==> src/rtl/rv32i_types.sv <==
// Shared RV32I writeback types: regfile mux select encoding and the
// retire-queue entry record, plus small decode helpers.
package rv32i_types;

  localparam int unsigned RV_XLEN = 32;

  typedef enum logic [3:0] {
    alu_out  = 4'd0,
    br_en    = 4'd1,
    u_imm    = 4'd2,
    pc_plus4 = 4'd3,
    lw       = 4'd4,
    lb       = 4'd5,
    lbu      = 4'd6,
    lh       = 4'd7,
    lhu      = 4'd8
  } regfilemux_sel_t;

  typedef struct packed {
    logic [4:0]         rd;
    regfilemux_sel_t    sel;
    logic [RV_XLEN-1:0] result;
    logic [1:0]         offset;
  } wb_entry_t;

  function automatic logic is_load(regfilemux_sel_t sel);
    return (sel == lw) || (sel == lb) || (sel == lbu) || (sel == lh) || (sel == lhu);
  endfunction

  // Halfword straddling the word boundary, or any unaligned word.
  function automatic logic is_misaligned(regfilemux_sel_t sel, logic [1:0] offset);
    return (((sel == lh) || (sel == lhu)) && (offset == 2'd3)) ||
           ((sel == lw) && (offset != 2'd0));
  endfunction

endpackage

==> src/rtl/load_extract.sv <==
// Combinational load data extraction: selects byte/halfword at the byte
// offset and sign- or zero-extends. A halfword at offset 3 sees zero as its
// high byte because the shifted-in bits are zero.
module load_extract
  import rv32i_types::*;
#(
  parameter int unsigned XLEN = 32
) (
  input  regfilemux_sel_t  sel_i,
  input  logic [1:0]       offset_i,
  input  logic [XLEN-1:0]  rdata_i,
  output logic [XLEN-1:0]  value_o
);

  logic [XLEN-1:0] shifted;

  assign shifted = rdata_i >> {offset_i, 3'b000};

  // Extend the selected lane according to the load flavour.
  always_comb begin
    value_o = '0;
    case (sel_i)
      lw:      value_o = rdata_i;
      lb:      value_o = {{(XLEN-8){shifted[7]}}, shifted[7:0]};
      lbu:     value_o = {{(XLEN-8){1'b0}}, shifted[7:0]};
      lh:      value_o = {{(XLEN-16){shifted[15]}}, shifted[15:0]};
      lhu:     value_o = {{(XLEN-16){1'b0}}, shifted[15:0]};
      default: value_o = '0;
    endcase
  end

endmodule

==> src/rtl/wb_retire_queue.sv <==
// In-order writeback retire queue. Entries carry either a precomputed result
// or a pending load; loads retire only when the in-order dmem response
// arrives. Regfile write port is registered (one cycle after retire).
// Optional feature: define WB_MISALIGN_CHECK_EN to suppress writes of
// misaligned lh/lhu/lw and pulse misalign_err instead.
module wb_retire_queue
  import rv32i_types::*;
#(
  parameter int unsigned DEPTH = 4,
  parameter int unsigned XLEN  = 32
) (
  input  logic                     clk,
  input  logic                     rst_n,
  input  logic                     in_valid,
  output logic                     in_ready,
  input  logic [4:0]               in_rd,
  input  logic [3:0]               in_sel,
  input  logic [XLEN-1:0]          in_result,
  input  logic [1:0]               in_offset,
  input  logic                     dmem_resp_valid,
  input  logic [XLEN-1:0]          dmem_rdata,
  output logic                     rf_we,
  output logic [4:0]               rf_rd,
  output logic [XLEN-1:0]          rf_wdata,
  output logic [$clog2(DEPTH):0]   count,
  output logic                     resp_err
`ifdef WB_MISALIGN_CHECK_EN
  ,
  output logic                     misalign_err
`endif
);

  localparam int unsigned PtrW = $clog2(DEPTH);

  if (XLEN != RV_XLEN) begin : g_xlen_chk
    $error("wb_retire_queue: XLEN must be 32 for RV32 builds");
  end
  if ((DEPTH < 2) || ((DEPTH & (DEPTH - 1)) != 0)) begin : g_depth_chk
    $error("wb_retire_queue: DEPTH must be a power of two >= 2");
  end

  wb_entry_t       mem_q [DEPTH];
  logic [PtrW-1:0] wr_ptr_q, rd_ptr_q;
  logic [PtrW:0]   count_q, count_d;
  logic            rf_we_q, resp_err_q;
  logic [4:0]      rf_rd_q;
  logic [XLEN-1:0] rf_wdata_q;

  wb_entry_t       head, in_entry;
  logic            full, empty, push, retire, head_load, head_misalign, resp_drop;
  logic [XLEN-1:0] load_val, ret_data;

  assign head      = mem_q[rd_ptr_q];
  assign head_load = is_load(head.sel);
  assign full      = (count_q == (PtrW+1)'(DEPTH));
  assign empty     = (count_q == '0);
  assign in_ready  = !full;
  assign push      = in_valid && !full;
  // An empty queue never retires, so a push into empty waits one cycle.
  assign retire    = !empty && (!head_load || dmem_resp_valid);
  assign resp_drop = dmem_resp_valid && (empty || !head_load);

`ifdef WB_MISALIGN_CHECK_EN
  assign head_misalign = is_misaligned(head.sel, head.offset);
`else
  assign head_misalign = 1'b0;
`endif

  assign in_entry.rd     = in_rd;
  assign in_entry.sel    = regfilemux_sel_t'(in_sel);
  assign in_entry.result = in_result;
  assign in_entry.offset = in_offset;

  load_extract #(
    .XLEN (XLEN)
  ) u_load_extract (
    .sel_i    (head.sel),
    .offset_i (head.offset),
    .rdata_i  (dmem_rdata),
    .value_o  (load_val)
  );

  assign ret_data = head_load ? load_val : head.result;

  // Occupancy next state: simultaneous push and retire cancel out.
  always_comb begin
    count_d = count_q;
    case ({push, retire})
      2'b10:   count_d = count_q + 1'b1;
      2'b01:   count_d = count_q - 1'b1;
      default: count_d = count_q;
    endcase
  end

  // Entry storage; contents need no reset since pointers gate visibility.
  always_ff @(posedge clk) begin
    if (push) begin
      mem_q[wr_ptr_q] <= in_entry;
    end
  end

  // Pointers and occupancy; pointers wrap naturally at power-of-two depth.
  always_ff @(posedge clk or negedge rst_n) begin
    if (!rst_n) begin
      wr_ptr_q <= '0;
      rd_ptr_q <= '0;
      count_q  <= '0;
    end else begin
      if (push)   wr_ptr_q <= wr_ptr_q + 1'b1;
      if (retire) rd_ptr_q <= rd_ptr_q + 1'b1;
      count_q <= count_d;
    end
  end

  // Registered regfile write port and sticky response error.
  always_ff @(posedge clk or negedge rst_n) begin
    if (!rst_n) begin
      rf_we_q    <= 1'b0;
      rf_rd_q    <= '0;
      rf_wdata_q <= '0;
      resp_err_q <= 1'b0;
    end else begin
      rf_we_q <= retire && (head.rd != 5'd0) && !head_misalign;
      if (retire) begin
        rf_rd_q    <= head.rd;
        rf_wdata_q <= ret_data;
      end
      if (resp_drop) resp_err_q <= 1'b1;
    end
  end

`ifdef WB_MISALIGN_CHECK_EN
  logic misalign_q;

  // Misalign pulse occupies the same slot the suppressed write would have.
  always_ff @(posedge clk or negedge rst_n) begin
    if (!rst_n) misalign_q <= 1'b0;
    else        misalign_q <= retire && head_misalign;
  end

  assign misalign_err = misalign_q;
`endif

  assign rf_we    = rf_we_q;
  assign rf_rd    = rf_rd_q;
  assign rf_wdata = rf_wdata_q;
  assign count    = count_q;
  assign resp_err = resp_err_q;

endmodule

==> config.mk <==
export PLATFORM = sky130hd
export DESIGN_NAME = wb_retire_queue
export DESIGN_NICKNAME = d
export VERILOG_FILES = /design/src/rtl/rv32i_types.sv /design/src/rtl/load_extract.sv /design/src/rtl/wb_retire_queue.sv
export SDC_FILE = /design/constraint.sdc
export NUM_CORES = 1
export LEC_CHECK = 0
export ABC_AREA = 0
export CAP_MARGIN = 20
export CORE_UTILIZATION = 55
export DETAILED_ROUTE_END_ITERATION = 12
export PLACE_DENSITY_LB_ADDON = 0.25
export SETUP_SLACK_MARGIN = 0.4
export SLEW_MARGIN = 10
export SYNTH_ARGS = -nofsm -noshare
export SYNTH_HDL_FRONTEND = slang
export SYNTH_HIERARCHICAL = 1
export SYNTH_SLANG_ARGS = --single-unit
export TNS_END_PERCENT = 10
==> constraint.sdc <==
create_clock -name clk -period 3.62 [get_ports clk]
set_input_delay 0.905 -clock clk [delete_from_list [all_inputs] [get_ports clk]]
set_output_delay 0.905 -clock clk [all_outputs]
set_load 0.02 [all_outputs]
==> results.sh <==
export IMPL_final_min_clock_period_ns=3.07
export IMPL_final_util_pct=69.0
export IMPL_syn_avg_cell_area_um2=17.7
export IMPL_slew_headroom_pct=52.6
export IMPL_slew_violations=0
export IMPL_crit_path_frequent_cell="buf_4"
export IMPL_globalRoute_totalOverflow=0
export IMPL_largest_net_degree_at_the_start_of_global_routing=47
export IMPL_die_w_um=132
export IMPL_final_net_count=738
export IMPL_clock_tree_from_tritoncts="done"
export IMPL_initial_core_util_pct=56.3
export IMPL_placement_rows=47
export IMPL_synth_top_family_by_area="multiplexers"
export IMPL_antenna_left=0
export IMPL_max_cap_violations=0
export IMPL_switching_power_mw=3.54
export IMPL_synth_seq_area_share_pct=67.6
export IMPL_remaining_drc_errors=0
export IMPL_max_freq_ghz=0.326
export IMPL_drt_pre_antenna_iters=7
export IMPL_path_class="register to register"
export IMPL_drt_wirelength_per_cell_um=24.4
export IMPL_power_switching_share_pct=34.4
export IMPL_worst_path_largest_cell_delay_ns=0.75
export IMPL_final_setup_viol_count=0
export IMPL_ir_drop_mv=0.426
export IMPL_start_kind="register"
export IMPL_share_seq_of_total_power_pct=36.9
export IMPL_cell_int_power_mw=6.74
export IMPL_cts_sink_count=218
export IMPL_die_height_um=132
export IMPL_htree_levels=1
export IMPL_synth_ff_type="edfxtp_1"
export IMPL_worst_endpoint_required_ns=3.99
export IMPL_cpMaxStageDelayCell="mux4_2"
export IMPL_combinationalPowerShare_pct=42.6
export IMPL_unrepaired_setup_endpoints_after_global_routing="true"
export IMPL_synth_simple_gate_area_share_pct=6.79
export IMPL_worst_slew_pin_transition_ns=0.711
export IMPL_synth_largest_type_area_fraction_pct=55.3
export IMPL_synth_cell_types=55
export IMPL_powerDensity_nw_per_um2=898
export IMPL_area_growth_synth_to_final_pct=22.5
export IMPL_worst_path_dominant_cell_family="compound AO/OA/AOI/OAI gates"
export IMPL_clk_transition_reported_paths_ns=0.06
export IMPL_parity_gate_share_of_the_synthesized_area_counting_xor_and_xnor_cells_pct=0.562
export IMPL_cp_data_arrival_time_ns=3.44
export IMPL_yosys_warnings=6
export IMPL_worst_path_buf_inv=2
export IMPL_min_period_over_period_pct=84.8
export IMPL_worst_setup_path_end_kind="register"
export IMPL_muxShareOfSynthArea_pct=13.2
export IMPL_critical_path_cell_chain="buf_4 > mux4_2 > and3b_1 > o21ai_1 > a21oi_2 > buf_4 > a21o_1 > a221o_1"
export IMPL_groute_usage_overall_pct=25.4
export IMPL_layout_drive_gt1_share_pct=17.4
export IMPL_dp_final_hpwl_mm=14.4
export IMPL_proportion_of_register_bits_with_asynchronous_set_or_reset_after_synthesis_pct=21.1
export IMPL_reg2reg_from="rd_ptr_q[0]"
export IMPL_synth_area_leader_cell="edfxtp_1"
export IMPL_coreArea_um2=16600
export IMPL_hold_viol=0
export IMPL_floorplan_io_pins=122
export IMPL_place_gp_congestion=0.918
export IMPL_cts_root_buf="clkbuf_16"
export IMPL_grt_pass1_wl_mm=33.4
export IMPL_regToRegSetupSlack_ns=0.55
export IMPL_synth_fa_ha_area_share_pct=0.884
export IMPL_share_clk_of_total_power_pct=20.5
export IMPL_clkLatencyLatePin_ns=0.49
export IMPL_insertedDiodeCount=0
export IMPL_cts_inserted_buffers=21
export IMPL_grt_pass1_vias=5816
export IMPL_count_of_buffers_inserted_at_the_top_level_ports=121
export IMPL_grt_antenna_before_repair=0
export IMPL_netlist_top_cells_area="edfxtp_1 (55%), dfrtp_1 (12%), mux4_2 (11%)"
export IMPL_status="finished, final reports clean"
export IMPL_wl_mm=21.7
export IMPL_clock_skew_final_ns=0.0105
export IMPL_design_die_area_um2=17500
export IMPL_drt_first_iter_violations=513
export IMPL_synth_edf_count=172
export IMPL_syn_instance_count=529
export IMPL_synth_compound_gate_area_share_pct=7.97
export IMPL_clk_path_buf_depth=3
export IMPL_syn_num_nets=614
export IMPL_via_per_inst=6.37
export IMPL_maximum_fanout_encountered_on_the_critical_timing_path=24
export IMPL_leakage_dissipation_nw=4.16
export IMPL_setup_total_negative_slack_ns=0
export IMPL_holdCritPathClass="input port to async pin"
export IMPL_num_vias=5646
export IMPL_launching_instance_or_port_of_the_critical_path="rd_ptr_q[0]"
export IMPL_synth_ff_latch_count=218
export IMPL_synth_cell_area_um2=9340
[cell usage after synthesis, types with 5 or more instances]
library cell and n:
and4_1 32, edfxtp_1 172, o21ai_0 7, ha_1 5, dfrtp_1 46, mux4_2 44
a221o_1 32, a22oi_1 7, buf_6 9, inv_1 8, clkbuf_1 11, o2bb2ai_1 7
nand2_1 23, mux2_2 6, mux2i_1 12, buf_2 9, mux2_1 5, a21o_1 17
nor2_1 11, buf_1 7
[final timing paths]
| check | cells after the start | end |
|---|---|---|
| max | 8 | rf_wdata[29] |
| min | 1 | count[0] |
| max reg2reg | 8 | rf_wdata[29] |
| min reg2reg | 1 | rf_rd[2] |
| max in group asynchronous | 2 | rd_ptr_q[0] |
| min in group clk | 1 | rf_rd[2] |
[flip-flops by register name, summed over array words and instances, names as in the netlist]
register and cells:
rd_ptr_q 2, resp_err 1, mem_q 172, rf_wdata 32, wr_ptr_q 2, rf_rd 5, rf_we 1, count 3
[metrics by stage]
| step | power, mW | hold slack (ns) | setup WS [ns] | cell area, um^2 | cells |
|---|---|---|---|---|---|
| detailed placement | 8.21 | 0.487 | 0.553 | 10800 | 849 |
| global route | 10.8 | 0.457 | 0.352 | 11400 | 887 |
| CTS | 10.3 | 0.501 | 0.540 | 11400 | 886 |
| global placement | 8.03 | 0.474 | 0.625 | 10800 | 849 |
| finish | 10.3 | 0.433 | 0.551 | 11400 | 887 |
| floorplan | 6.79 | 0.534 | 0.510 | 9340 | 529 |
[power by group through the flow]
stage / registers (mW) / clock network, mW / logic (mW)
final: 3.79 / 2.11 / 4.38
after CTS: 3.79 / 2.15 / 4.39
after detailed placement: 3.84 / 0 / 4.37
after global routing: 3.85 / 2.24 / 4.68
after floorplan: 3.94 / 0 / 2.86
after global placement: 3.81 / 0 / 4.22
[logic make-up (layout without fill, tap and decap cells)]
group                    Yosys count  in the layout
flip-flops                       218            218
AND/OR/NAND/NOR                   94             94
AO/OA/AOI/OAI                     89             89
multiplexers                      67             67
buffers and inverters             49            187
adder cells (fa/ha/maj)            6              6
XOR/XNOR                           6              6
[per-layer routing]
layer	vias up	global-route usage, %	routed length, um
met5	-	0	0
met4	0	8.75	595
met3	41	4.23	1840
met2	305	40.3	10400
met1	2874	36.0	8850
li1	2426	-	-
[placed cells by master (no fill, tap or decap), types with 2 or more instances in the layout]
master,count
a21o_1,17
a21oi_1,2
a221o_1,32
a22oi_1,7
and3_2,4
and3b_1,2
and4_1,32
buf_12,2
buf_4,17
bufinv_16,2
clkbuf_1,6
clkbuf_16,21
clkdlybuf4s50_1,120
clkinv_1,3
clkinv_2,3
dfrtp_1,44
dfrtp_2,2
edfxtp_1,172
ha_1,5
inv_1,8
mux2_1,5
mux2_2,6
mux2i_1,12
mux4_2,44
nand2_1,23
nand3_1,3
nor2_1,11
nor2b_1,3
nor3_1,2
nor4b_2,2
o21ai_0,7
o21ai_1,4
o221ai_1,2
o22ai_1,4
o2bb2ai_1,7
xnor2_1,3
xor2_1,3
[area by class of cell]
type | instances | area, um^2
clock inverters | 9 | 93.8
flip-flops and latches | 218 | 6320
repair buffers | 141 | 1400
clock buffers | 28 | 562
inverters | 9 | 33.8
well taps | 220 | 275
fillers | 1095 | 5140
multi-input cells | 262 | 2760
[repair_timing]
action | 4_1_cts | 5_1_grt
setup buffers | 0 | 0
resized for setup | 0 | 1
endpoints found under the setup margin | 0 | 14
hold buffers | 0 | 0
[worst reg2reg max path, delay by kind of cell (launching register included)]
family / cells / cell delay (ns)
multiplexers: 1 / 0.75
buffers and inverters: 2 / 0.48
AO/OA/AOI/OAI: 4 / 0.79
AND/OR/NAND/NOR: 1 / 0.30
flip-flops: 1 / 0.63
(Power assumes the default switching activity.)
